===== src/rtl/ts4231_multi_cfg.sv =====
// ts4231_multi_cfg
//   Configures up to N_CH TS4231 light-sensor front ends over their shared-style
//   two-wire D/E bus.
//   One sequencer visits the channels in order 0..N_CH-1. For each channel it:
//     - probes for E high,
//     - writes CFG_WORD,
//     - reads the word back and compares it,
//     - retries up to MAX_RETRY times on a mismatch.
//
// Ports
//   clk                     system clock, rising edge
//   reset                   synchronous, active-high
//   start                   one-cycle pulse, begins a run (ignored while busy)
//   d_in, e_in   [N_CH]     synchronised pad levels
//   d_out, d_oe  [N_CH]     D pad drive value / drive enable
//   e_out, e_oe  [N_CH]     E pad drive value / drive enable
//   busy                    run in progress
//   cfg_done                run complete, held until next start or reset
//   ch_ok, ch_fail [N_CH]   per-channel result
//
// state    | meaning
// ---------+----------------------------------------------------------------
// IDLE     | pads released, waiting for start
// PWR_WAIT | one power-up settle delay per run
// PROBE    | pads released, wait for sensor idx to show E high (bounded)
// START    | bus start condition (3 steps); r_rd selects what follows
// WRITE    | 15 config bits MSB first, 3 steps per bit
// STOP     | bus stop condition (3 steps); r_rd selects what follows
// READ     | D released, 15 readback bits MSB first, 2 steps per bit
// CHECK    | compare readback, retry or record result
// NEXT     | advance to the next channel or finish
// DONE     | flag cfg_done, drop busy
module ts4231_multi_cfg #(
  parameter int unsigned CLK_FREQ_HZ = 48_000_000,
  parameter int unsigned N_CH        = 4,
  parameter int unsigned WAIT_US     = 10_000,
  parameter int unsigned BIT_TICKS   = 12,
  parameter logic [14:0] CFG_WORD    = 15'h392B,
  parameter int unsigned MAX_RETRY   = 2,
  parameter int unsigned PROBE_US    = 100
) (
  input  logic            clk,
  input  logic            reset,
  input  logic            start,
  input  logic [N_CH-1:0] d_in,
  input  logic [N_CH-1:0] e_in,
  output logic [N_CH-1:0] d_out,
  output logic [N_CH-1:0] d_oe,
  output logic [N_CH-1:0] e_out,
  output logic [N_CH-1:0] e_oe,
  output logic            busy,
  output logic            cfg_done,
  output logic [N_CH-1:0] ch_ok,
  output logic [N_CH-1:0] ch_fail
);

  // Delay products are formed in 64 bits and clamped, so a large
  // WAIT_US/PROBE_US saturates at the 32-bit maximum instead of wrapping.
  localparam logic [63:0] CLK_PER_US = 64'(CLK_FREQ_HZ / 1_000_000);
  localparam logic [63:0] WAIT_PROD  = 64'(WAIT_US) * CLK_PER_US;
  localparam logic [63:0] PROBE_PROD = 64'(PROBE_US) * CLK_PER_US;
  localparam logic [31:0] WAIT_CNT   = (WAIT_PROD > 64'h0000_0000_FFFF_FFFF) ?
                                       32'hFFFF_FFFF : WAIT_PROD[31:0];
  localparam logic [31:0] PROBE_CNT  = (PROBE_PROD > 64'h0000_0000_FFFF_FFFF) ?
                                       32'hFFFF_FFFF : PROBE_PROD[31:0];
  // The down-counters include their terminal cycle, so they are loaded with
  // N-1. This gives a state that lasts exactly N cycles.
  localparam logic [31:0] WAIT_LD    = (WAIT_CNT == 32'd0) ? 32'd0 : WAIT_CNT - 32'd1;
  localparam logic [31:0] PROBE_LD   = (PROBE_CNT == 32'd0) ? 32'd0 : PROBE_CNT - 32'd1;

  localparam int IW = (N_CH > 1) ? $clog2(N_CH) : 1;
  localparam int TW = $clog2(BIT_TICKS);
  localparam int RW = (MAX_RETRY < 1) ? 1 : $clog2(MAX_RETRY + 1);
  localparam logic [TW-1:0] TICK_LD = TW'(BIT_TICKS - 1);

  typedef enum logic [3:0] {
    S_IDLE, S_PWR_WAIT, S_PROBE, S_START, S_WRITE,
    S_STOP, S_READ, S_CHECK, S_NEXT, S_DONE
  } state_t;

  state_t          r_state;
  logic [31:0]     r_cnt;
  logic [TW-1:0]   r_tick;
  logic [1:0]      r_ph;
  logic [3:0]      r_bit;
  logic            r_rd;
  logic [RW-1:0]   r_retry;
  logic [IW-1:0]   r_idx;
  logic [14:0]     r_rx;
  logic            r_d, r_e, r_doe, r_eoe;
  logic            r_busy, r_done;
  logic [N_CH-1:0] r_ok, r_fail;

  logic            w_step_end;
  logic [3:0]      w_bit_m1;
  logic [N_CH-1:0] w_sel;

  assign w_step_end = (r_tick == '0);
  assign w_bit_m1   = r_bit - 4'd1;
  assign w_sel      = N_CH'(1) << r_idx;

  // Pad levels are held as single registered bits and steered to the
  // selected channel. As a result, at most one channel can ever be driven.
  assign d_out    = r_d   ? w_sel : '0;
  assign d_oe     = r_doe ? w_sel : '0;
  assign e_out    = r_e   ? w_sel : '0;
  assign e_oe     = r_eoe ? w_sel : '0;
  assign busy     = r_busy;
  assign cfg_done = r_done;
  assign ch_ok    = r_ok;
  assign ch_fail  = r_fail;

  always_ff @(posedge clk) begin
    if (reset) begin
      r_state <= S_IDLE;
      r_cnt   <= '0;
      r_tick  <= '0;
      r_ph    <= '0;
      r_bit   <= '0;
      r_rd    <= 1'b0;
      r_retry <= '0;
      r_idx   <= '0;
      r_rx    <= '0;
      r_d     <= 1'b0;
      r_e     <= 1'b0;
      r_doe   <= 1'b0;
      r_eoe   <= 1'b0;
      r_busy  <= 1'b0;
      r_done  <= 1'b0;
      r_ok    <= '0;
      r_fail  <= '0;
    end else begin
      case (r_state)
        S_IDLE: begin
          if (start) begin
            r_ok    <= '0;
            r_fail  <= '0;
            r_done  <= 1'b0;
            r_idx   <= '0;
            r_retry <= '0;
            r_cnt   <= WAIT_LD;
            r_busy  <= 1'b1;
            r_state <= S_PWR_WAIT;
          end
        end

        S_PWR_WAIT: begin
          if (r_cnt == 32'd0) begin
            r_cnt   <= PROBE_LD;
            r_state <= S_PROBE;
          end else begin
            r_cnt <= r_cnt - 32'd1;
          end
        end

        S_PROBE: begin
          if (e_in[r_idx]) begin
            r_rd    <= 1'b0;
            r_ph    <= 2'd0;
            r_tick  <= TICK_LD;
            r_doe   <= 1'b1;
            r_eoe   <= 1'b1;
            r_d     <= 1'b1;
            r_e     <= 1'b1;
            r_state <= S_START;
          end else if (r_cnt == 32'd0) begin
            r_fail[r_idx] <= 1'b1;
            r_state       <= S_NEXT;
          end else begin
            r_cnt <= r_cnt - 32'd1;
          end
        end

        S_START: begin
          if (!w_step_end) begin
            r_tick <= r_tick - TW'(1);
          end else begin
            r_tick <= TICK_LD;
            case (r_ph)
              2'd0: begin r_d <= 1'b0; r_ph <= 2'd1; end
              2'd1: begin r_e <= 1'b0; r_ph <= 2'd2; end
              default: begin
                r_ph  <= 2'd0;
                r_bit <= 4'd14;
                if (r_rd) begin
                  // The first READ step releases D so the sensor can drive it.
                  r_doe   <= 1'b0;
                  r_d     <= 1'b0;
                  r_state <= S_READ;
                end else begin
                  r_d     <= CFG_WORD[14];
                  r_state <= S_WRITE;
                end
              end
            endcase
          end
        end

        S_WRITE: begin
          if (!w_step_end) begin
            r_tick <= r_tick - TW'(1);
          end else begin
            r_tick <= TICK_LD;
            case (r_ph)
              2'd0: begin r_e <= 1'b1; r_ph <= 2'd1; end
              2'd1: begin r_e <= 1'b0; r_ph <= 2'd2; end
              default: begin
                r_ph <= 2'd0;
                if (r_bit == 4'd0) begin
                  r_d     <= 1'b0;
                  r_e     <= 1'b1;
                  r_state <= S_STOP;
                end else begin
                  r_bit <= w_bit_m1;
                  r_d   <= CFG_WORD[w_bit_m1];
                end
              end
            endcase
          end
        end

        S_STOP: begin
          if (!w_step_end) begin
            r_tick <= r_tick - TW'(1);
          end else begin
            r_tick <= TICK_LD;
            case (r_ph)
              2'd0: begin r_d <= 1'b1; r_ph <= 2'd1; end
              2'd1: begin
                r_doe <= 1'b0;
                r_eoe <= 1'b0;
                r_d   <= 1'b0;
                r_e   <= 1'b0;
                r_ph  <= 2'd2;
              end
              default: begin
                r_ph <= 2'd0;
                if (r_rd) begin
                  r_state <= S_CHECK;
                end else begin
                  // Write is finished, so open the readback transaction.
                  r_rd    <= 1'b1;
                  r_doe   <= 1'b1;
                  r_eoe   <= 1'b1;
                  r_d     <= 1'b1;
                  r_e     <= 1'b1;
                  r_state <= S_START;
                end
              end
            endcase
          end
        end

        S_READ: begin
          // ph0: D release step, ph1: E high, ph2: E low
          if (!w_step_end) begin
            r_tick <= r_tick - TW'(1);
          end else begin
            r_tick <= TICK_LD;
            case (r_ph)
              2'd0: begin r_e <= 1'b1; r_ph <= 2'd1; end
              2'd1: begin
                r_rx <= {r_rx[13:0], d_in[r_idx]};
                r_e  <= 1'b0;
                r_ph <= 2'd2;
              end
              default: begin
                if (r_bit == 4'd0) begin
                  r_ph    <= 2'd0;
                  r_doe   <= 1'b1;
                  r_d     <= 1'b0;
                  r_e     <= 1'b1;
                  r_state <= S_STOP;
                end else begin
                  r_bit <= w_bit_m1;
                  r_e   <= 1'b1;
                  r_ph  <= 2'd1;
                end
              end
            endcase
          end
        end

        S_CHECK: begin
          if (r_rx == CFG_WORD) begin
            r_ok[r_idx] <= 1'b1;
            r_state     <= S_NEXT;
          end else if (r_retry < RW'(MAX_RETRY)) begin
            r_retry <= r_retry + RW'(1);
            r_rd    <= 1'b0;
            r_ph    <= 2'd0;
            r_tick  <= TICK_LD;
            r_doe   <= 1'b1;
            r_eoe   <= 1'b1;
            r_d     <= 1'b1;
            r_e     <= 1'b1;
            r_state <= S_START;
          end else begin
            r_fail[r_idx] <= 1'b1;
            r_state       <= S_NEXT;
          end
        end

        S_NEXT: begin
          r_retry <= '0;
          if (r_idx == IW'(N_CH - 1)) begin
            r_busy  <= 1'b0;
            r_done  <= 1'b1;
            r_state <= S_DONE;
          end else begin
            r_idx   <= r_idx + IW'(1);
            r_cnt   <= PROBE_LD;
            r_state <= S_PROBE;
          end
        end

        S_DONE: r_state <= S_IDLE;

        default: r_state <= S_IDLE;
      endcase
    end
  end

endmodule


===== config.mk =====
export PLATFORM = sky130hd
export DESIGN_NAME = ts4231_multi_cfg
export DESIGN_NICKNAME = d
export VERILOG_FILES = /design/src/rtl/ts4231_multi_cfg.sv
export SDC_FILE = /design/constraint.sdc
export NUM_CORES = 1
export LEC_CHECK = 0
export BUFFER_PORTS_ARGS = -buffer_cell sky130_fd_sc_hd__buf_2
export CORE_MARGIN = 4
export CORE_UTILIZATION = 35
export CTS_CLUSTER_DIAMETER = 200
export DETAILED_ROUTE_END_ITERATION = 7
export GPL_TIMING_DRIVEN = 0
export PLACE_DENSITY_LB_ADDON = 0.15
export SLEW_MARGIN = 5
export SYNTH_ARGS = -nofsm -noshare
export SYNTH_HDL_FRONTEND = slang
export SYNTH_SLANG_ARGS = --single-unit

===== constraint.sdc =====
create_clock -name clk -period 3.98 [get_ports clk]
set_clock_uncertainty 0.15 [all_clocks]
set_input_delay 0.796 -clock clk [delete_from_list [all_inputs] [get_ports clk]]
set_output_delay 0.796 -clock clk [all_outputs]
set_load 0.02 [all_outputs]

==> impl_metrics.tcl <==
set metrics [dict create \
    yosysWarnings 0 \
    track_usage_pct 19.7 \
    synth_top_family_by_area "simple AND/OR/NAND/NOR gates" \
    io-pin-count 37 \
    cts_root_buffer "clkbuf_16" \
    yosysTopAreaCell "dfxtp_1" \
    synth_fa_ha_area_share_pct 1.85 \
    worst_pin_slew_ns 1.04 \
    synth-xor-area-share_pct 0.369 \
    drcViolationCount 0 \
    cts-resized-gates 0 \
    r2r_end "r_cnt[13]$_SDFFE_PP0P_" \
    fill_cells 1375 \
    setup_slack_ns 0.507 \
    power_density_mw_per_mm2 685 \
    crit_type "register to register" \
    synth.yosys.seq_area_share_pct 33.8 \
    ff_latch_area_sq_mm 0.00160 \
    critPathRequiredTime_ns 4.04 \
    cts_made_buffers 9 \
    multi_input_area_sq_mm 0.00292 \
    drt-total-wl_um 15600 \
    grt_pass1_wl_um 25100 \
    avgSynthCellArea_sq_um 7.95 \
    r2r-start "r_cnt[0]$_SDFFE_PP0P_" \
    hold_viol 0 \
    cts.path.max_buffers 2 \
    fp.dieW_um 124 \
    crit_path_end_kind "register" \
    postSynthCellCount 597 \
    yosys.area_share.simple_pct 31.1 \
    layout_min_cycle_time_ns 3.47 \
    min_period_over_period_pct 87.2 \
    rrSetupSlack_ns 0.51 \
    synth.area.mux_share_pct 2.22 \
    core-area_sq_mm 0.0132 \
    cp_max_fo 10 \
    endpoint "r_cnt[13]$_SDFFE_PP0P_" \
    synth_edf_count 0 \
    antenna_left 0 \
    wl_per_cell_um 18.9 \
    post-place-ws_ns 0.571 \
    dp_hpwl_um 11500 \
    synth_area_sq_mm 0.00474 \
    synth-seq-cells 80 \
    postPlaceCellArea_sq_mm 0.00516 \
    synth_compound_gate_area_share_pct 25.9 \
    ys_top_cells_by_area "dfxtp_1 34%, a21oi_1 6.4%, nand2_1 4.9%, nor2_1 3.0%, clkbuf_1 2.5%" \
    num_rows 42 \
    dpl.cell_count 810 \
    cts_tree "yes" \
    ys_types 76 \
    drt_iter0_drc 490 \
    via_per_inst 6.07 \
    utilization_pct 41.6 \
    drv_cap 0 \
    rsz0062_at_grt "false" \
    reg2reg_depth 8 \
    outcome "finished, final reports clean" \
    hp-class "register to register" \
    grt-ovfl-total 0 \
    path_clk_slew_ns 0.06 \
    die-area_sq_mm 0.0155 \
    fmax_mhz 288 \
    antenna_found_initial 0 \
    yosysTopAreaCellShare_pct 33.8 \
    setup_tns_ns 0 \
    fin_cells 826 \
    grt_max_degree 15 \
    cts_max_level 3 \
    maxSlewHeadroom_pct 29.9 \
    start_kind "register" \
    num_vias 5017 \
    synth_flop_cell "dfxtp_1" \
    cp-startpoint "r_cnt[0]$_SDFFE_PP0P_" \
    p_leak_nw 1.93 \
    ir_drop_v 0.000309 \
    clock_latency_ns 0.35 \
    syn-num-nets 615 \
    clock_sinks 80 \
    die_h_um 124 \
    start_util_pct 35.8 \
    postCtsSetupBuffers 0 \
    ctsHoldBuffers 0 \
    setup_viol 0 \
    nets 663 \
    cp_data_arrival_time_ns 3.54 \
    antenna_cells 0 \
    drive_gt1_share_pct 12.5 \
    slew_violations 0 \
    fin_area_sq_mm 0.00551 \
    io_buffers 36 \
    first_pass_iters 5 \
    gp_congestion 0.944 \
    synthArstFlopShare_pct 0 \
    areaGrowthSynthToFinish_pct 16.2 \
    grt_pass1_vias 4884 \
]
==> area by class of cell <==
| cell class | count | share of cell area, % |
|---|---|---|
| Inverter | 17 | 1.16 |
| Clock inverter | 6 | 2.09 |
| Tap cell | 176 | 4.00 |
| Clock buffer | 10 | 4.34 |
| Sequential cell | 80 | 29.1 |
| Timing Repair Buffer | 37 | 3.41 |
| Multi-Input combinational cell | 461 | 53.0 |
| Buffer | 39 | 2.95 |
==> report_power, final <==
part | switching, mW | internal, mW
sequential | 0.138 | 0.932
clock | 0.361 | 0.634
combinational | 1.14 | 0.568
==> per-layer routing <==
metal	GRT usage (%)	wire length, um
met5	0	0
met4	8.77	469
met3	4.59	1260
met2	30.6	6900
met1	26.1	7000
==> flip-flops by register name, summed over array words and instances (netlist names), 2 cells and up <==
name / count
r_idx: 2
ch_ok: 4
ch_fail: 4
r_ph: 2
r_rx: 15
r_retry: 2
r_state: 4
r_cnt: 32
r_tick: 4
r_bit: 4
==> critical path, stage by stage (launching register included) <==
cell and delay [ns]:
dfxtp_1 0.34, inv_1 0.07, ha_1 0.24, or4b_1 0.55, nor3_1 0.44, a41oi_1 0.43
o31ai_2 0.61, clkbuf_1 0.44, a21oi_1 0.08
==> kinds of logic after synthesis <==
| kind of cell | count (synthesis) |
|---|---|
| AOI/OAI and AO/OA | 182 |
| DFF | 80 |
| xor gates and xnor gates | 2 |
| and+or+nand+nor | 262 |
| buffers and inverters | 56 |
| adders and majority gates | 7 |
| muxes | 8 |
==> placed cells by master, fill, tap and decap left out, types with 15 or more instances in the layout <==
cell type,netlist,final
dfxtp_1,80,80
nand3_1,16,16
inv_1,16,16
nand2_1,62,62
and2_1,19,19
nand2b_1,15,15
nor2_1,38,38
a21oi_1,61,61
o21ai_0,18,18
clkbuf_1,32,32
buf_2,4,40
==> worst min-delay path by stage <==
| stage | end | slack (ns) | cells after the start | from |
|---|---|---|---|---|
| 2_1_floorplan | r_rx[14]$_SDFFE_PP0P_ | 0.28 | 2 | r_rx[14]$_SDFFE_PP0P_ |
| 3_5_place_dp | ch_fail[2]$_SDFFE_PP0P_ | 0.30 | 1 | ch_fail[2]$_SDFFE_PP0P_ |
| 3_3_place_gp | r_cnt[21]$_SDFFE_PP0P_ | 0.30 | 2 | r_cnt[21]$_SDFFE_PP0P_ |
| 5_1_grt | ch_fail[2]$_SDFFE_PP0P_ | 0.34 | 1 | ch_fail[2]$_SDFFE_PP0P_ |
| 6_report | r_rx[14]$_SDFFE_PP0P_ | 0.31 | 2 | r_rx[14]$_SDFFE_PP0P_ |
| 4_1_cts | r_rx[14]$_SDFFE_PP0P_ | 0.31 | 2 | r_rx[14]$_SDFFE_PP0P_ |
==> cells in the mapped netlist (4+ instances only) <==
cell      number
nor2_1        38
or3_1          8
a211oi_1       9
mux2i_1        6
nor4_1        10
a311oi_1       9
o21ai_0       18
and3_1         5
a31oi_1       14
and2_1        19
buf_2          4
o31ai_1       14
dfxtp_1       80
clkbuf_1      32
or3_2          4
nand2_1       62
nor3b_1        9
ha_1           7
nor3_1        14
or4_1         13
inv_1         16
nor2b_1        6
a21oi_1       61
a41oi_1        4
nand2b_1      15
nand3_1       16
o21a_1         5
nand4_1       11
==> per-stage QoR <==
step	hold slack, ns	power (mW)
6_report	0.310	3.78
5_1_grt	0.338	4.00
4_1_cts	0.310	3.76
3_5_place_dp	0.298	2.75
3_3_place_gp	0.297	2.73
2_1_floorplan	0.282	2.23
Power figures use the tool's default switching activity.
